==> config.mk <==
export PLATFORM = sky130hd
export DESIGN_NAME = hub75e_rx
export DESIGN_NICKNAME = d
export VERILOG_FILES = /design/src/rtl/hub75e_rx.sv
export SDC_FILE = /design/constraint.sdc
export NUM_CORES = 2
export LEC_CHECK = 0
export CORE_MARGIN = 1.5
export CORE_UTILIZATION = 50
export CTS_BUF_LIST = sky130_fd_sc_hd__clkbuf_8
export DETAILED_ROUTE_END_ITERATION = 8
export PLACE_DENSITY_LB_ADDON = 0.05
export SYNTH_ARGS = -nofsm -noshare
export SYNTH_HDL_FRONTEND = slang
export SYNTH_SLANG_ARGS = --single-unit
==> constraint.sdc <==
create_clock -name clk -period 5.8 [get_ports clk]
set_clock_uncertainty 0.05 [all_clocks]
set_input_delay 1.74 -clock clk [delete_from_list [all_inputs] [get_ports clk]]
set_output_delay 1.74 -clock clk [all_outputs]
set_load 0.05 [all_outputs]
==> src/rtl/hub75e_rx.sv <==
// hub75e_rx: HUB75E receive/capture engine. Oversamples the panel pins,
// rebuilds each latched row and streams it out as per-column beats.
module hub75e_rx #(
    parameter int COLS   = 64,
    parameter int ADDR_W = 5
) (
    input  logic              clk,
    input  logic              resetn,
    input  logic              hub_ck,
    input  logic              hub_st,
    input  logic              hub_oe,
    input  logic [ADDR_W-1:0] hub_addr,
    input  logic [5:0]        hub_rgb,
    output logic              out_valid,
    input  logic              out_ready,
    output logic [ADDR_W-1:0] out_row,
    output logic [7:0]        out_col,
    output logic [5:0]        out_rgb,
    output logic              out_last,
    output logic              out_col_err,
    output logic [15:0]       out_on_cycles,
    output logic              overrun
);

    localparam logic [7:0] COLS8 = 8'(COLS);
    localparam logic [7:0] LAST8 = 8'(COLS - 1);

    typedef enum logic {S_IDLE, S_STREAM} state_t;
    state_t state;

    logic [2:0]        ck_sync;
    logic [2:0]        st_sync;
    logic [1:0]        oe_sync;
    logic [ADDR_W-1:0] addr_s1, addr_s2;
    logic [5:0]        rgb_s1, rgb_s2;

    logic [5:0]  shreg      [COLS];
    logic [5:0]  shreg_next [COLS];
    logic [5:0]  rowbuf     [COLS];
    logic [7:0]  col_cnt;
    logic [7:0]  col_cnt_next;
    logic [15:0] on_cnt;
    logic [7:0]  nxt;
    logic [5:0]  beat_next;

    logic ck_rise, st_rise, oe_act;

    assign ck_rise = ck_sync[1] & ~ck_sync[2];
    assign st_rise = st_sync[1] & ~st_sync[2];
    assign oe_act  = ~oe_sync[1];
    assign nxt     = out_col + 8'd1;
    assign col_cnt_next = (ck_rise && col_cnt != 8'hFF) ? col_cnt + 8'd1 : col_cnt;

    // Two-flop synchronizers on every pin, plus an edge register on ck/st
    always_ff @(posedge clk) begin
        if (!resetn) begin
            ck_sync <= '0;
            st_sync <= '0;
            oe_sync <= '0;
            addr_s1 <= '0;
            addr_s2 <= '0;
            rgb_s1  <= '0;
            rgb_s2  <= '0;
        end else begin
            ck_sync <= {ck_sync[1:0], hub_ck};
            st_sync <= {st_sync[1:0], hub_st};
            oe_sync <= {oe_sync[0], hub_oe};
            addr_s1 <= hub_addr;
            addr_s2 <= addr_s1;
            rgb_s1  <= hub_rgb;
            rgb_s2  <= rgb_s1;
        end
    end

    // Next shift-register contents: newest word enters at the top, column 0 is the oldest kept
    always_comb begin
        shreg_next = shreg;
        if (ck_rise) begin
            for (int unsigned k = 0; k < COLS - 1; k++) begin
                shreg_next[k] = shreg[k+1];
            end
            shreg_next[COLS-1] = rgb_s2;
        end
    end

    // Row-buffer read for the beat following the current one
    always_comb begin
        beat_next = '0;
        for (int unsigned k = 0; k < COLS; k++) begin
            if (8'(k) == nxt) beat_next = rowbuf[k];
        end
    end

    // Column shift register
    always_ff @(posedge clk) begin
        if (!resetn) shreg <= '{default: '0};
        else         shreg <= shreg_next;
    end

    // Column counter and OE on-time meter; both restart on every latch strobe
    always_ff @(posedge clk) begin
        if (!resetn) begin
            col_cnt <= '0;
            on_cnt  <= '0;
        end else if (st_rise) begin
            col_cnt <= ck_rise ? 8'd1 : 8'd0;
            on_cnt  <= oe_act ? 16'd1 : 16'd0;
        end else begin
            col_cnt <= col_cnt_next;
            if (oe_act && on_cnt != 16'hFFFF) on_cnt <= on_cnt + 16'd1;
        end
    end

    // Latch/stream FSM with registered beat outputs
    always_ff @(posedge clk) begin
        if (!resetn) begin
            state         <= S_IDLE;
            rowbuf        <= '{default: '0};
            out_valid     <= 1'b0;
            out_row       <= '0;
            out_col       <= '0;
            out_rgb       <= '0;
            out_last      <= 1'b0;
            out_col_err   <= 1'b0;
            out_on_cycles <= '0;
            overrun       <= 1'b0;
        end else begin
            case (state)
                S_IDLE: begin
                    if (st_rise) begin
                        rowbuf        <= shreg_next;
                        out_row       <= addr_s2;
                        out_col_err   <= (col_cnt_next != COLS8);
                        out_on_cycles <= on_cnt;
                        out_col       <= '0;
                        out_rgb       <= shreg_next[0];
                        out_last      <= 1'b0;
                        out_valid     <= 1'b1;
                        state         <= S_STREAM;
                    end
                end
                S_STREAM: begin
                    if (st_rise) overrun <= 1'b1;
                    if (out_ready) begin
                        if (out_last) begin
                            state     <= S_IDLE;
                            out_valid <= 1'b0;
                            out_col   <= '0;
                            out_last  <= 1'b0;
                        end else begin
                            out_col  <= nxt;
                            out_rgb  <= beat_next;
                            out_last <= (nxt == LAST8);
                        end
                    end
                end
                default: state <= S_IDLE;
            endcase
        end
    end

endmodule

-- Word level (Yosys, flattened, before mapping)
Cells that the tools add are included.
- bits in registers: 862
- bits in latches: 0
- bits in writable memories: 0
- memory bits (read-only): 0
- input bits: 17
- output and inout bits: 39
- word-level logic and storage cells: 326
- memories: 0
- add/sub/neg operators: 3
- multiply operators: 0
- div/mod/pow operators: 0
- $lt $le $gt $ge: 0
- equal/unequal tests: 71
- shift operators: 0
- muxes and demuxes: 91
- bitwise operators: 6
- reductions and logical operators: 9
- operator list (operator ; count):
    6-bit two-way mux ; 67
    384-bit two-way mux ; 1
    6-bit by 8-bit == test with 1-bit output, first input constant ; 32
    5-bit by 8-bit == test with 1-bit output, first input constant ; 16
    4-bit by 8-bit == test with 1-bit output, first input constant ; 8
    8-bit two-way mux ; 5
    3-bit by 8-bit == test with 1-bit output, first input constant ; 4
    16-bit two-way mux ; 2
    16-bit by 1-bit adder with 16-bit output, second input constant ; 1
    8-bit by 1-bit adder with 8-bit output, second input constant ; 2
    2-bit by 8-bit == test with 1-bit output, first input constant ; 2
    16-bit inequality test, second input constant ; 1
    8-bit one-hot mux with 2 select lines ; 1
    6-bit one-hot mux with 2 select lines ; 1
    1-bit two-way mux ; 11
    1-bit by 8-bit == test with 1-bit output, first input constant ; 1
    8-bit by 6-bit == test with 1-bit output, second input constant ; 1
    8-bit logical NOT ; 1
    2-bit inequality test, second input constant ; 4
    8-bit by 7-bit inequality test with 1-bit output, second input constant ; 1
    8-bit inequality test, second input constant ; 1
    1-bit one-hot mux with 2 select lines ; 3
    2-bit AND reduction ; 3
    3-bit AND reduction ; 2
    4 further kinds ; 9

-- Depth between registers and ports, before layout
- depth after elaboration: 69
- gate-level depth with buffers: 15
- depth with buffers taken out: 11

-- Worst setup path after synthesis
OpenSTA, ideal clock, no wires.
- path type: input port to flip-flop
- start point: in out_ready
- end point: reg out_rgb[0]
- setup time: 122 ps
- arrival: 3127 ps
- data required time: 5628 ps
- slack: 2500 ps
- stages on the path: 9
- cell sequence: and3b_1 -> nor2_1 -> a2bb2oi_1 -> nand3_1 -> a211o_1 -> nor3_1 -> o22ai_1 -> nor3_1 -> a21oi_1
- longest elaborated chain between the ends: 2
- ends and longest elaborated chain (item ; line ; RTL):
    start: declaration ; 15 ; input logic out_ready,
    2-bit inequality test (no line) ; n/a ;
    3-bit AND reduction (no line) ; n/a ;
    end signal: assignment ; 136 ; out_rgb <= shreg_next[0];
    end signal: assignment ; 152 ; out_rgb <= beat_next;
    end: declaration ; 18 ; output logic [5:0] out_rgb,
Every way passes these cells.
A chain may end at the register's enable or synchronous reset.

-- Final worst setup path
- start point: reg out_col[1]
- end point: reg out_rgb[5]
- longest elaborated chain between the ends: 69
- elaborated cells on any way between the ends: 132
- those cells by class: add/sub (1); eq/ne (63); mux (67); reduce/logical (1)
- ends and longest elaborated chain (item ; line ; RTL):
    start: declaration ; 17 ; output logic [7:0] out_col,
    start signal: assignment ; 151 ; out_col <= nxt;
    8-bit by 1-bit adder with 8-bit output (*) ; 51 ; assign nxt = out_col + 8'd1;
    8-bit logical NOT ; 90 ; if (8'(k) == nxt) beat_next = rowbuf[k];
    6-bit two-way mux (63 in a row) ; 90 ;
    6-bit two-way mux (*) ; 90 ;
    6-bit two-way mux (*) ; 145 ; if (out_last) begin
    6-bit two-way mux (*) ; 144 ; if (out_ready) begin
    6-bit one-hot mux with 2 select lines (*) ; 128 ; case (state)
Mark *: on every way between the ends. The rest lies on a longest branch, timed or not. The select of a mux whose other input is x is not followed.

==> results.json <==
{
  "synth_cells": 3792,
  "port_buffers": 55,
  "cts_buffer_depth": 3,
  "ff2ff_path_depth": 10,
  "design.core.area_mm2": 0.0727,
  "cts_resized": 0,
  "tightest_slew_ps": 1160,
  "rsz0062_at_grt": "no",
  "antenna_found_initial": 3,
  "grt_max_degree": 276,
  "cts.clk_slew.worst_paths_ps": 60,
  "final_antenna_net_count": 0,
  "critPathLaunchType": "flop",
  "avgSynthCellArea_um2": 9.65,
  "critPathTopFamily": "simple AND/OR/NAND/NOR gates",
  "grt_overflow_total": 0,
  "crit_chain": "ha_1, nor2b_1, and2_1, o21ai_1, or3_1, o21ai_0, a21oi_1, o21ai_0, a311oi_1, a211o_1",
  "rows": 99,
  "layout.cells.non_filler": 4818,
  "p_leak_nw": 18.7,
  "wl_mm": 118,
  "yosysSeqAreaShare": 0.471,
  "wl_per_cell_um": 24.5,
  "async_flop_share": 0,
  "yosysWarnings": 0,
  "cts_hold_buffers": 0,
  "io_pins": 56,
  "whs_path_depth": 1,
  "first_pass_iters": 9,
  "cts_root_buf": "clkbuf_8",
  "hold_viol_final": 0,
  "min_from": "addr_s1[2]",
  "yosys.area.top_type_share": 0.471,
  "synthDistinctLibCells": 97,
  "fin_tns_setup_ps": 0,
  "arrival_ps": 5410,
  "fmax_mhz": 210,
  "initial_core_util": 0.503,
  "status": "complete, no violations",
  "ff2ff_setup_slack_ps": 1030,
  "grt_use_total": 0.311,
  "synth.area.top_cells": "dfxtp_1, mux2i_1, o211a_1, nor2b_1, nand2_1",
  "die-area_mm2": 0.0748,
  "fin_nets": 3770,
  "postSynthNetCount": 3815,
  "worstSetupPathType": "reg -> reg",
  "hold_path.class": "reg -> reg",
  "dp.cells": 4562,
  "ys.flop_type": "dfxtp_1",
  "cpMaxStageDelayCell": "and2_1",
  "area_delta_synth_final_pct": 11.4,
  "die_height_um": 274,
  "synth_top_area_cell": "dfxtp_1",
  "vias": 29000,
  "vias_per_cell": 6.01,
  "grt_pass1_wl_mm": 175,
  "peakVddDrop_v": 0.000238,
  "synth_edf_count": 0,
  "clock_sinks": 862,
  "syn-cell-area_mm2": 0.0366,
  "drtIter0Drc": 2832,
  "htree_levels": 4,
  "finalCritPeriodShare": 0.822,
  "layout_min_cycle_time_ps": 4770,
  "setup_viol": 0,
  "endpoint_kind": "flop",
  "holdPathEnd": "addr_s2[2]",
  "final_cell_mix": "dfxtp_1, nand2_1, nor2b_1",
  "max_stage_delay_ps": 950,
  "grt_pass1_vias": 27600,
  "cts_inserted_buffers": 142,
  "synth_seq_cells": 862,
  "final_common_cell": "dfxtp_1",
  "powerDensity_mw_per_mm2": 304,
  "path_max_fanout": 24,
  "cp_common_cell": "o21ai_0",
  "critPathBufInv": 0,
  "drc_errors": 0,
  "place.gp.congestion": 0.974,
  "maxCapViolCount": 0,
  "cts_tree": "built",
  "cp.required_ps": 6440,
  "die_x_um": 274,
  "final-max-slew-violation-count": 0,
  "r2r_start": "out_col[1]",
  "post_cts_buffers": 0,
  "clk_latency_ps": 800,
  "dp_hpwl_mm": 81.3,
  "rr_endpoint": "out_rgb[5]",
  "drive_gt1_frac": 0.0876,
  "slew_headroom": 0.224
}
==> stage by stage <==
| step | power, mW | hold slack (ps) | setup WS [ps] | util | cell area [µm²] |
|---|---|---|---|---|---|
| after detailed placement | 7.01 | 367 | 1170 | 0.519 | 37800 |
| after CTS | 12.5 | 379 | 1210 | 0.561 | 40800 |
| after global routing | 12.9 | 398 | 907 | 0.561 | 40800 |
| final | 12.4 | 380 | 1030 | 0.561 | 40800 |
| after floorplan | 6.76 | 362 | 2500 | - | 36600 |
| after global placement | 7.00 | 366 | 1190 | 0.519 | 37800 |
==> flip-flops by register name, indices dropped and copies added (netlist names) <==
register	count
addr_s1	5
state	1
out_valid	1
out_col	8
out_rgb	6
out_on_cycles	16
st_sync	3
ck_sync	3
addr_s2	5
out_last	1
oe_sync	2
out_row	5
rowbuf	384
shreg	384
on_cnt	16
out_col_err	1
rgb_s1	6
overrun	1
rgb_s2	6
col_cnt	8
==> worst max path at each step <==
stage	from	endpoint	slack, ps	cells past startpoint
finish	out_col[1]	out_rgb[5]	1030	10
global route	out_col[1]	out_rgb[5]	910	10
CTS	out_col[1]	out_rgb[5]	1210	10
detailed placement	out_col[1]	out_rgb[5]	1170	10
global placement	out_col[1]	out_rgb[3]	1190	9
floorplan	out_ready	out_rgb[0]	2500	9
==> layout make-up <==
class / count / area, µm²
fill: 6422 / 31900
multi-input combinational: 2596 / 18000
sequential: 862 / 17300
clock buffer: 180 / 2480
timing repair buffer: 133 / 1230
tap: 959 / 1200
clock inverter: 75 / 544
inverter: 12 / 45.0
antenna: 1 / 2.50
==> routing by layer <==
metal,vias to the layer above,part of all wire,GRT usage
li1,13500,-,-
met1,14000,0.45,0.420
met2,1152,0.43,0.463
met3,337,0.079,0.0815
met4,4,0.046,0.144
met5,-,0.00020,0
==> power by group <==
group	internal, mW	leakage, nW	switching, mW
combinational	0.281	10.0	0.375
sequential	6.07	6.99	0.163
clock	3.02	1.71	2.50
total	9.37	18.7	3.04
==> cell families (layout without fill, tap and decap cells) <==
group	Yosys count	in the layout	synth area share
AND/OR/NAND/NOR	1272	1272	0.172
AO/OA/AOI/OAI	896	896	0.203
flip-flops	862	862	0.471
multiplexers	395	395	0.108
buffers and inverters	334	400	0.0369
XOR/XNOR	27	27	0.00646
adder cells (fa/ha/maj)	6	6	0.00205
other	0	1	0
==> synthesized netlist by cell type, types with 30 or more instances <==
| library cell | count |
|---|---|
| a21oi_1 | 101 |
| and2_1 | 45 |
| buf_1 | 49 |
| buf_2 | 30 |
| clkbuf_1 | 233 |
| dfxtp_1 | 862 |
| mux2i_1 | 394 |
| nand2_1 | 547 |
| nand3_1 | 41 |
| nor2_1 | 110 |
| nor2b_1 | 402 |
| nor3_1 | 42 |
| o211a_1 | 387 |
| o21ai_0 | 87 |
Power figures use the tool's default switching activity.
